==> config.mk <==
export PLATFORM = sky130hd
export DESIGN_NAME = audio_dac_flat
export DESIGN_NICKNAME = d
export VERILOG_FILES = /design/src/rtl/audio_dac_if.sv /design/src/rtl/audio_dac.sv /design/src/flat_wrapper.sv
export SDC_FILE = /design/constraint.sdc
export NUM_CORES = 1
export LEC_CHECK = 0
export BUFFER_PORTS_ARGS = -buffer_cell sky130_fd_sc_hd__buf_2
export CORE_AREA = 2 2 113 115
export DETAILED_ROUTE_END_ITERATION = 7
export DIE_AREA = 0 0 115 117
export SYNTH_ARGS = -nofsm -noshare
export SYNTH_HDL_FRONTEND = slang
export SYNTH_SLANG_ARGS = --single-unit
export TNS_END_PERCENT = 30
==> constraint.sdc <==
create_clock -name clk -period 8.1 [get_ports clk]
set_input_delay 1.215 -clock clk [delete_from_list [all_inputs] [get_ports clk]]
set_output_delay 1.215 -clock clk [all_outputs]
set_load 0.02 [all_outputs]
==> src/rtl/audio_dac_if.sv <==
// Sample stream from the AM demodulator into the audio output stage:
// one-cycle in_tick strobe qualifying a signed in_sample.
`timescale 1ns / 1ps

interface audio_dac_if #(
  parameter int unsigned IN_W = 16
) ();
  logic [IN_W-1:0] in_sample;
  logic            in_tick;

  modport master (output in_sample, output in_tick);
  modport slave  (input  in_sample, input  in_tick);
endinterface

==> src/rtl/audio_dac.sv <==
// Audio output stage: sample FIFO, power-of-two gain with saturation, PWM output pin.
// Define AUDIO_SDM_EN to build the first-order sigma-delta modulator selected by mode.
`timescale 1ns / 1ps

module audio_dac #(
  parameter int unsigned IN_W       = 16,
  parameter int unsigned PWM_W      = 8,
  parameter int unsigned DEPTH_LOG2 = 2
) (
  input  logic             clk,
  input  logic             RST,
  audio_dac_if.slave       src,
  input  logic [3:0]       shift,
  input  logic             mode,
  input  logic             clr_status,
  output logic             pwm_out,
  output logic [PWM_W-1:0] duty,
  output logic             underrun,
  output logic             overrun
);

  localparam int unsigned Depth = 2 ** DEPTH_LOG2;
  localparam int unsigned GW    = IN_W + 15;

  logic [IN_W-1:0]       mem_q [Depth];
  logic [DEPTH_LOG2-1:0] wr_ptr_q, wr_ptr_d, rd_ptr_q, rd_ptr_d;
  logic [DEPTH_LOG2:0]   count_q, count_d;
  logic [PWM_W-1:0]      cnt_q, cnt_d;
  logic [PWM_W-1:0]      duty_q, duty_d;
  logic                  pwm_q, pwm_d;
  logic                  underrun_q, underrun_d;
  logic                  overrun_q, overrun_d;

  logic period_end, full, empty, pop, push;

  assign period_end = (cnt_q == {PWM_W{1'b1}});
  // count never exceeds Depth, so its MSB alone marks full
  assign full       = count_q[DEPTH_LOG2];
  assign empty      = (count_q == '0);
  assign pop        = period_end & ~empty;
  assign push       = src.in_tick & (~full | pop);

  // Gain and saturation on the FIFO head
  logic [IN_W-1:0]        head;
  logic signed [GW-1:0]   g_ext, g;
  logic [GW-IN_W:0]       g_hi;
  logic [PWM_W-1:0]       sat_top;
  logic [PWM_W-1:0]       code;
  logic                   unused_low;

  assign head       = mem_q[rd_ptr_q];
  assign unused_low = ^g[IN_W-PWM_W-1:0];

  always_comb begin
    g_ext   = {{15{head[IN_W-1]}}, head};
    g       = g_ext <<< shift;
    g_hi    = g[GW-1:IN_W-1];
    sat_top = g[IN_W-1 -: PWM_W];
    if (!(&g_hi) && (|g_hi)) begin
      sat_top = g[GW-1] ? {1'b1, {(PWM_W-1){1'b0}}} : {1'b0, {(PWM_W-1){1'b1}}};
    end
    // offset binary: flip the sign bit
    code = sat_top ^ {1'b1, {(PWM_W-1){1'b0}}};
  end

  always_comb begin
    cnt_d      = cnt_q + 1'b1;
    wr_ptr_d   = push ? wr_ptr_q + 1'b1 : wr_ptr_q;
    rd_ptr_d   = pop ? rd_ptr_q + 1'b1 : rd_ptr_q;
    count_d    = count_q;
    case ({push, pop})
      2'b10:   count_d = count_q + 1'b1;
      2'b01:   count_d = count_q - 1'b1;
      default: count_d = count_q;
    endcase
    duty_d     = pop ? code : duty_q;
    // set wins over a coincident clear
    underrun_d = (period_end & empty) | (underrun_q & ~clr_status);
    overrun_d  = (src.in_tick & full & ~pop) | (overrun_q & ~clr_status);
  end

`ifdef AUDIO_SDM_EN
  logic [PWM_W:0] acc_q, acc_d;
  logic           mode_q, mode_d;

  always_comb begin
    acc_d  = {1'b0, acc_q[PWM_W-1:0]} + {1'b0, duty_q};
    mode_d = pop ? mode : mode_q;
  end

  assign pwm_d = mode_q ? acc_q[PWM_W] : (cnt_q < duty_q);

  always_ff @(posedge clk) begin
    if (RST) begin
      acc_q  <= '0;
      mode_q <= 1'b0;
    end else begin
      acc_q  <= acc_d;
      mode_q <= mode_d;
    end
  end
`else
  logic unused_mode;
  assign unused_mode = mode;
  assign pwm_d       = (cnt_q < duty_q);
`endif

  always_ff @(posedge clk) begin
    if (RST) begin
      wr_ptr_q   <= '0;
      rd_ptr_q   <= '0;
      count_q    <= '0;
      cnt_q      <= '0;
      duty_q     <= {1'b1, {(PWM_W-1){1'b0}}};
      pwm_q      <= 1'b0;
      underrun_q <= 1'b0;
      overrun_q  <= 1'b0;
    end else begin
      wr_ptr_q   <= wr_ptr_d;
      rd_ptr_q   <= rd_ptr_d;
      count_q    <= count_d;
      cnt_q      <= cnt_d;
      duty_q     <= duty_d;
      pwm_q      <= pwm_d;
      underrun_q <= underrun_d;
      overrun_q  <= overrun_d;
    end
  end

  always_ff @(posedge clk) begin
    if (!RST && push) begin
      mem_q[wr_ptr_q] <= src.in_sample;
    end
  end

  assign pwm_out  = pwm_q;
  assign duty     = duty_q;
  assign underrun = underrun_q;
  assign overrun  = overrun_q;

endmodule

==> src/flat_wrapper.sv <==
// flat-port wrapper written by rule: the top's interface ports become plain ports
module audio_dac_flat 
#(
  parameter int unsigned IN_W       = 16,
  parameter int unsigned PWM_W      = 8,
  parameter int unsigned DEPTH_LOG2 = 2
)
  (clk, RST, shift, mode, clr_status, pwm_out, duty, underrun, overrun, src_in_sample, src_in_tick);
  audio_dac_if #(.IN_W(IN_W)) src_i ();
  input  logic clk;
  input  logic RST;
  input  logic [3:0] shift;
  input  logic mode;
  input  logic clr_status;
  output logic pwm_out;
  output logic [PWM_W-1:0] duty;
  output logic underrun;
  output logic overrun;
  input wire logic [$bits(src_i.in_sample)-1:0] src_in_sample;
  input wire logic [$bits(src_i.in_tick)-1:0] src_in_tick;
  assign src_i.in_sample = src_in_sample;
  assign src_i.in_tick = src_in_tick;
  audio_dac #(.IN_W(IN_W), .PWM_W(PWM_W), .DEPTH_LOG2(DEPTH_LOG2)) u_core (.clk(clk), .RST(RST), .src(src_i), .shift(shift), .mode(mode), .clr_status(clr_status), .pwm_out(pwm_out), .duty(duty), .underrun(underrun), .overrun(overrun));
endmodule
# --- Word-level counts from Yosys, hierarchy flattened ---
# Memory sizes are Yosys's and may differ from the RTL's. A register that Yosys moved wholly into a read port is not among the register bits.
# Index checks and enable logic that the tools add are counted.
word_totals:
  input_bits: 25
  mem_bits_rw: 64
  regBits: 26
  mem_count: 1
  out_inout_bits: 11
  wordCells: 49
classes:
  n_reduce_logical: 8
  n_eq_ne: 3
  add_sub_neg: 5
  bitwise_logic: 15
  shifts: 1
  magnitude_cmp: 1
  muxes: 7
memory_table:
  columns: ["name", "words", "word_bits", "read_ports", "rd_clocked_by_memory_dff", "wr", "line_no", "rtl"]
  rows:
  - ["u_core.mem_q", 4, 16, 1, 1, 1, "audio_dac.sv:25", "logic [IN_W-1:0] mem_q [Depth];"]
ops:
  columns: ["op", "count"]
  rows:
  - ["16-bit by 4-bit <<< shifter with 31-bit output", 1]
  - ["8-bit two-way mux", 2]
  - ["16-bit AND reduction", 1]
  - ["16-bit OR reduction", 1]
  - ["8-bit by 1-bit adder with 8-bit output (second input constant)", 1]
  - ["8-bit == test (second input constant)", 1]
  - ["8-bit less-than comparator", 1]
  - ["1-bit bitwise AND", 7]
  - ["3-bit case mux with 2 select lines", 1]
  - ["1-bit NOT", 5]
  - ["2-bit by 1-bit adder with 2-bit output (second input constant)", 2]
  - ["2-bit two-way mux", 2]
  - ["3-bit by 1-bit adder with 3-bit output (second input constant)", 1]
  - ["3-bit zero test", 1]
  - ["1-bit bitwise OR", 3]
  - ["3-bit by 1-bit subtractor with 3-bit output (second input constant)", 1]
  - ["2-bit by 1-bit == test with 1-bit output (second input constant)", 1]
  - ["2-bit == test (second input constant)", 1]
  - ["1-bit logical AND", 2]
  - ["1-bit zero test", 2]
  - ["1-bit two-way mux", 2]
  - ["2-bit nonzero test", 1]

# --- Depth between registers and ports, before layout ---
# Gate-level depths: netlist of the first run.
logic_depth:
  ltp_word: 8
  depth_mapped: 12
  ltp_nobuf: 11

# --- Least setup slack after synthesis of the first run ---
# Ideal clock, no wire load.
synth_timing:
  kind: "input to register"
  startpoint: "input port shift[1]"
  endpoint: "register u_core.duty_q[0], in the netlist u_core.duty[0]"
  cell_stages: 10
  path_slack_ns: 4.482
  required_ns: 8.031
  arrival_ns: 3.549
  setup_ns: 0.069
  path_buffers: 2
  cell_sequence: "clkbuf_1 -> clkbuf_1 -> mux4_2 -> and2_1 -> o21ai_0 -> a31oi_1 -> a2111oi_1 -> nand4b_1 -> o41a_1 -> o21ai_1"
synth_between:
  elab_chain_cells: 5
  word_cells_on_any_way: 7
  classes_between: "1 x shift; 2 x mux; 4 x reduce/logical"
synth_lines:
  columns: ["item", "line_no", "rtl"]
  rows:
  - ["from (decl)", "flat_wrapper.sv:12", "input logic [3:0] shift;"]
  - ["16-bit by 4-bit <<< shifter with 31-bit output (*)", "audio_dac.sv:56", "g = g_ext <<< shift;"]
  - ["16-bit AND reduction", "audio_dac.sv:59", "if (!(&g_hi) && (|g_hi)) begin"]
  - ["1-bit zero test", "audio_dac.sv:59", null]
  - ["1-bit logical AND", "audio_dac.sv:59", null]
  - ["8-bit two-way mux (*)", "audio_dac.sv:59", null]
  - ["to (signal assigned)", "audio_dac.sv:114", "duty_q <= {1'b1, {(PWM_W-1){1'b0}}};"]
  - ["to (signal assigned)", "audio_dac.sv:123", "duty_q <= duty_d;"]
  - ["to (decl)", "audio_dac.sv:29", "logic [PWM_W-1:0] duty_q, duty_d;"]
# Mark *: on every way between the ends. The rest lies on a longest branch, timed or not.
# A chain may end at the register's enable or synchronous reset.

==> results of run 1 <==
[synth_stat cells, types with 12 or more instances]
master / n
o21ai_0: 18
nor2_1: 41
mux4_2: 12
clkbuf_1: 15
ha_1: 13
nand2_1: 30
a21oi_1: 28
dfxtp_1: 28
inv_1: 20
edfxtp_1: 64
mux2i_1: 35
[area by class of cell]
class	count	area [sq um]
inverter	21	78.8
timing repair buffer	34	170
multi-input combinational	314	2330
fill	1130	6730
clock buffer	9	225
clock inverter	7	100
tap	150	188
sequential	92	2480
[per-stage QoR]
step	power [mW]	hold WS, ps	util	std cells
floorplan	0.614	425	-	449
global placement	0.648	437	0.427	611
detailed placement	0.650	471	0.427	611
CTS	1.10	486	0.453	627
global route	1.13	506	0.453	627
finish	1.09	476	0.453	627
[state kept, by name, indices dropped and copies added (netlist names), named ones only]
register and count:
u_core.rd_ptr_q 2, u_core.underrun 1, u_core.wr_ptr_q 2, u_core.duty 8, u_core.mem_q 64, u_core.count_q 3
u_core.overrun 1, u_core.pwm_out 1, u_core.cnt_q 8
[worst min-delay path by stage]
stage / slack [ps] / start / end / cells after the start
3_3_place_gp: 440 / u_core.cnt_q[0]$_SDFF_PP0_ / u_core.cnt_q[0]$_SDFF_PP0_ / 1
5_1_grt: 510 / u_core.cnt_q[0]$_SDFF_PP0_ / u_core.cnt_q[0]$_SDFF_PP0_ / 1
4_1_cts: 490 / u_core.cnt_q[0]$_SDFF_PP0_ / u_core.cnt_q[0]$_SDFF_PP0_ / 1
3_5_place_dp: 470 / u_core.cnt_q[0]$_SDFF_PP0_ / u_core.cnt_q[0]$_SDFF_PP0_ / 1
2_1_floorplan: 430 / u_core.cnt_q[0]$_SDFF_PP0_ / u_core.cnt_q[0]$_SDFF_PP0_ / 1
6_report: 480 / u_core.cnt_q[0]$_SDFF_PP0_ / u_core.cnt_q[0]$_SDFF_PP0_ / 1
[cells in the final DEF, fill, tap and decap left out, types with 4 or more instances in the layout]
master / netlist / routed
edfxtp_1: 64 / 64
nor2_1: 41 / 41
mux2i_1: 35 / 35
buf_2: 2 / 34
nand2_1: 30 / 30
a21oi_1: 28 / 28
dfxtp_1: 28 / 27
inv_1: 20 / 20
o21ai_0: 18 / 18
ha_1: 13 / 13
mux4_2: 12 / 12
and2_1: 10 / 10
mux2_2: 10 / 10
nor3_1: 9 / 9
clkbuf_16: 0 / 9
a22oi_1: 8 / 8
o21ai_1: 8 / 8
o22ai_1: 7 / 7
a211oi_1: 7 / 7
or3_1: 6 / 6
xor2_1: 6 / 6
nand3_1: 5 / 5
nand2b_1: 5 / 5
nor2b_1: 4 / 4
o31ai_1: 4 / 4
a211o_1: 4 / 4
[power by group through the flow]
stage                     combinational (mW)  sequential (mW)  clock, mW
after CTS                              0.118            0.522      0.459
after global placement                 0.117            0.531          0
after detailed placement               0.118            0.532          0
after global routing                   0.131            0.523      0.477
after floorplan                       0.0832            0.531          0
final                                  0.119            0.522      0.450
[routing by layer]
metal  vias up  GRT usage  wire length, microns
met3        20     0.0433                   514
met4         0     0.0627                   206
met2        94      0.285                  5390
met1      1786      0.232                  5250
met5         -          0                     0
li1       1737          -                     -
[critical path: stages (launching register included)]
cell and delay [ps]:
dfxtp_2 1050, mux2i_1 380, mux2i_1 650, o21ai_0 150, a221oi_1 310, a31oi_1 90
a2111oi_1 430, nand4b_1 150, o41a_1 450, o21ai_1 160
[cells by family (layout without fill, tap and decap cells)]
kind of cell / count (synthesis) / after routing / share of synthesized area
compound gates: 115 / 115 / 0.154
xor+xnor: 9 / 9 / 0.0157
fa+ha+maj: 14 / 14 / 0.0365
buf+inv: 43 / 71 / 0.0389
flops: 92 / 92 / 0.495
mux: 57 / 57 / 0.146
simple gates: 119 / 119 / 0.113
==> results.json, run 1 <==
{
  "fp-row-count": 41,
  "async_flop_share": 0,
  "track_usage": 0.176,
  "cts_buffer_depth": 2,
  "n_antenna_cell": 0,
  "startpoint_type": "register",
  "combPwrFrac": 0.109,
  "synth_edf_count": 64,
  "powerDensity_nw_per_um2": 196,
  "end_kind": "register",
  "cp-endpoint": "u_core.duty[6]$_SDFFE_PP0P_",
  "synth.area.top_cells": "edfxtp_1 38%, dfxtp_1 11%, mux2i_1 7.0%",
  "final_area_sq_um": 5580,
  "cap_viol_max_count": 0,
  "synthCells": 449,
  "min_period_ps": 3910,
  "cts_tree": "yes",
  "grt_antenna_before_repair": 0,
  "drive_gt1_frac": 0.164,
  "post_cts_buffers": 0,
  "via_per_inst": 5.80,
  "p_int_uw": 833,
  "place_area_sq_um": 5250,
  "r2r_slack_ps": 4190,
  "p_seq_frac": 0.478,
  "clock_power_share": 0.412,
  "p_sw_uw": 258,
  "ant_nets": 0,
  "drtPass1Iterations": 5,
  "swShare": 0.236,
  "io_pins": 36,
  "synthFlopType": "edfxtp_1",
  "drt_wl_total_microns": 11400,
  "cts_hold_buffers": 0,
  "grt_overflow": 0,
  "syn-mean-instance-area_sq_um": 11.2,
  "peakVddDrop_mv": 0.167,
  "finalCritPeriodShare": 0.483,
  "ys_seq_area_frac": 0.495,
  "coreArea_sq_um": 12300,
  "cts_buffers": 9,
  "clk_root_buffer_cell": "clkbuf_16",
  "place_ws_ps": 3990,
  "fin_ws_ps": 4190,
  "worst_slew_margin_rel": 0.272,
  "drc": 0,
  "netlist_area_sq_um": 5010,
  "drt_iter0_drc": 331,
  "cts_resized": 0,
  "wl_per_cell_microns": 18.1,
  "syn-num-nets": 488,
  "cts_sinks": 92,
  "arrival_ps": 4190,
  "ys_types": 60,
  "tns_ps": 0,
  "setup_viol": 0,
  "hp-class": "register to register",
  "hpwl_microns": 8110,
  "drv_slew": 0,
  "dr_total_vias": 3637,
  "finalNetCount": 511,
  "fmaxAchievable_mhz": 256,
  "initial_core_util": 0.407,
  "reg2reg_depth": 9,
  "area_delta_synth_final_pct": 11.3,
  "skew_ps": 8.31,
  "grt_pass1_wl_microns": 18100,
  "first_global_vias": 3511,
  "clk_latency_ps": 350,
  "critPathKind": "register to register",
  "rsz0062_at_grt": "no",
  "outcome": "completed",
  "die-area_sq_um": 13500,
  "finalHoldViolations": 0,
  "grt_max_degree": 38,
  "critPathMaxFanout": 37,
  "cts_max_level": 3,
  "clkSlewWorstSetupHoldPaths_ps": 60,
  "ys_ff_latch": 92,
  "ys_warn_count": 0,
  "worst_pin_slew_ps": 1090,
  "required_ps": 8380,
  "worstReg2RegEnd": "u_core.duty[6]$_SDFFE_PP0P_",
  "place_congestion": 0.942,
  "p_leak_nw": 1.95,
  "yosys.area.top_type": "edfxtp_1",
  "io_buffers": 34,
  "die_x_microns": 115,
  "synth_top_area_share": 0.384,
  "die_h_microns": 117
}
No activity file was read; power rests on OpenSTA's default activity.
==> run 2, diff against run 1 <==
==> constraint.sdc (replaced) <==
create_clock -name clk -period 3.98 [get_ports clk]
set_input_delay 0.597 -clock clk [delete_from_list [all_inputs] [get_ports clk]]
set_output_delay 0.597 -clock clk [all_outputs]
set_load 0.02 [all_outputs]
==> results.json, run 2 (synthesis gave the netlist of run 1 again) <==
{
  "outcome": "completed",
  "via_per_inst": 5.76,
  "cap_viol_max_count": 0,
  "end_kind": "register",
  "cpPeakStageDelay_ps": 750,
  "path_delay_family": "compound AO/OA/AOI/OAI gates",
  "path_depth": 9,
  "cts_tree": "yes",
  "cts_resized": 0,
  "rsz0062_at_grt": "no",
  "cts_hold_buffers": 0,
  "multi_input_area_sq_um": 2330,
  "cp_common_cell": "o21ai_1",
  "drive_gt1_frac": 0.170,
  "n_antenna_cell": 0,
  "critPathMaxFanout": 14,
  "fmaxAchievable_mhz": 290,
  "p_leak_nw": 1.96,
  "path_cells": "inv_2 > mux4_2 > mux2_2 > o21ai_1 > o41ai_1 > and4_1 > a2111oi_2 > a21oi_1 > o21ai_1",
  "place_congestion": 0.946,
  "cts_max_level": 3,
  "grt_pass1_wl_microns": 18300,
  "io_pins": 36,
  "worst_slew_margin_rel": 0.398,
  "regMostFlops": "u_core.mem_q",
  "cp-endpoint": "u_core.duty[0]$_SDFFE_PP0P_",
  "layout_common_cells": "64 x edfxtp_1, 41 x nor2_1, 35 x mux2i_1, 34 x buf_2, 30 x nand2_1",
  "drc": 0,
  "critPathKind": "register to register",
  "grt_antenna_before_repair": 0,
  "worst_pin_slew_ps": 903,
  "initial_core_util": 0.407,
  "wl_per_cell_microns": 18.0,
  "cts_buffers": 9,
  "cts_sinks": 92,
  "finalCritPeriodShare": 0.865,
  "clkSlewWorstSetupHoldPaths_ps": 60,
  "post_cts_buffers": 0,
  "path_buf_inv": 1,
  "skew_ps": 7.36,
  "drt_iter0_drc": 226,
  "finalHoldViolations": 0,
  "setup_viol": 0,
  "arrival_ps": 3730,
  "die_x_microns": 115,
  "track_usage": 0.179,
  "area_delta_synth_final_pct": 11.1,
  "first_global_vias": 3479,
  "dr_total_vias": 3633,
  "final_common_cell": "edfxtp_1",
  "drtPass1Iterations": 5,
  "largest_register_ffs": 64,
  "finalNetCount": 516,
  "hp-class": "register to register",
  "startpoint_type": "register",
  "fillCellCount": 1165,
  "reg2reg_depth": 9,
  "peakVddDrop_mv": 0.325,
  "cts_buffer_depth": 2,
  "fp-row-count": 41,
  "clk_latency_ps": 350,
  "grt_max_degree": 38,
  "final_core_util": 0.452,
  "clk_root_buffer_cell": "clkbuf_16",
  "io_buffers": 34,
  "grt_overflow": 0,
  "drt_wl_total_microns": 11400,
  "die_h_microns": 117,
  "powerDensity_nw_per_um2": 373,
  "worstReg2RegEnd": "u_core.duty[0]$_SDFFE_PP0P_",
  "cp_slowest_cell": "dfxtp_1",
  "hpwl_microns": 8140,
  "min_period_ps": 3440,
  "layout.area.seq_sq_um": 2480,
  "ant_nets": 0,
  "drv_slew": 0,
  "die-area_sq_um": 13500,
  "r2r_slack_ps": 540,
  "coreArea_sq_um": 12300,
  "required_ps": 4260,
  "tns_ps": 0
}
## run 2: changes by cell type in the layout (fill, tap and decap cells not counted), sizes merged
cell      before  now
bufinv         2    0
buf           34   39
clkinvlp       1    0
clkinv         3    4
inv           22   23
## run 2: per-stage QoR
| step | hold slack (ps) | std cells | power [mW] | setup WS [ps] | cell area (sq um) |
|---|---|---|---|---|---|
| global route | 458 | 631 | 2.16 | 261 | 5570 |
| CTS | 446 | 631 | 2.10 | 565 | 5570 |
| floorplan | 425 | 449 | 1.25 | 980 | 5010 |
| detailed placement | 448 | 616 | 1.32 | 477 | 5300 |
| global placement | 437 | 616 | 1.32 | 613 | 5300 |
| finish | 456 | 631 | 2.08 | 536 | 5570 |
## run 2: worst min-delay path by stage
stage                               startpoint                           end  slack (ps)  cells past startpoint
detailed placement  u_core.cnt_q[0]$_SDFF_PP0_    u_core.cnt_q[0]$_SDFF_PP0_         450                      1
global route                  src_in_sample[1]  u_core.mem_q[2][1]$_DFFE_PP_         460                      1
finish              u_core.cnt_q[0]$_SDFF_PP0_    u_core.cnt_q[0]$_SDFF_PP0_         460                      1
global placement    u_core.cnt_q[0]$_SDFF_PP0_    u_core.cnt_q[0]$_SDFF_PP0_         440                      1
floorplan           u_core.cnt_q[0]$_SDFF_PP0_    u_core.cnt_q[0]$_SDFF_PP0_         430                      1
CTS                           src_in_sample[4]  u_core.mem_q[1][4]$_DFFE_PP_         450                      1
## run 2: worst register-to-register path, stage by stage (launching register included)
cell and delay, ps:
dfxtp_1 750, inv_2 290, mux4_2 600, mux2_2 330
o21ai_1 170, o41ai_1 100, and4_1 210, a2111oi_2 730
a21oi_1 90, o21ai_1 110
## run 2: routing by layer
layer	up-vias	part of all wire	GRT usage	routed length, microns
li1	1752	-	-	-
met1	1757	0.46	0.226	5230
met2	103	0.47	0.296	5330
met3	21	0.044	0.0355	502
met4	0	0.026	0.0892	299
met5	-	0	0	0
## run 2: layout make-up
class / instances / share of cell area
well taps: 150 / 0.0337
flip-flops and latches: 92 / 0.446
multi-input cells: 314 / 0.419
repair buffers: 39 / 0.0395
inverters: 21 / 0.0142
clock inverters: 6 / 0.00719
clock buffers: 9 / 0.0404
## run 2: report_power, final
group	switching (mW)	leakage, nW	total (mW)	internal, mW
clock network	0.353	0.133	0.773	0.420
logic	0.151	1.02	0.244	0.0932
registers	0.0113	0.809	1.06	1.05
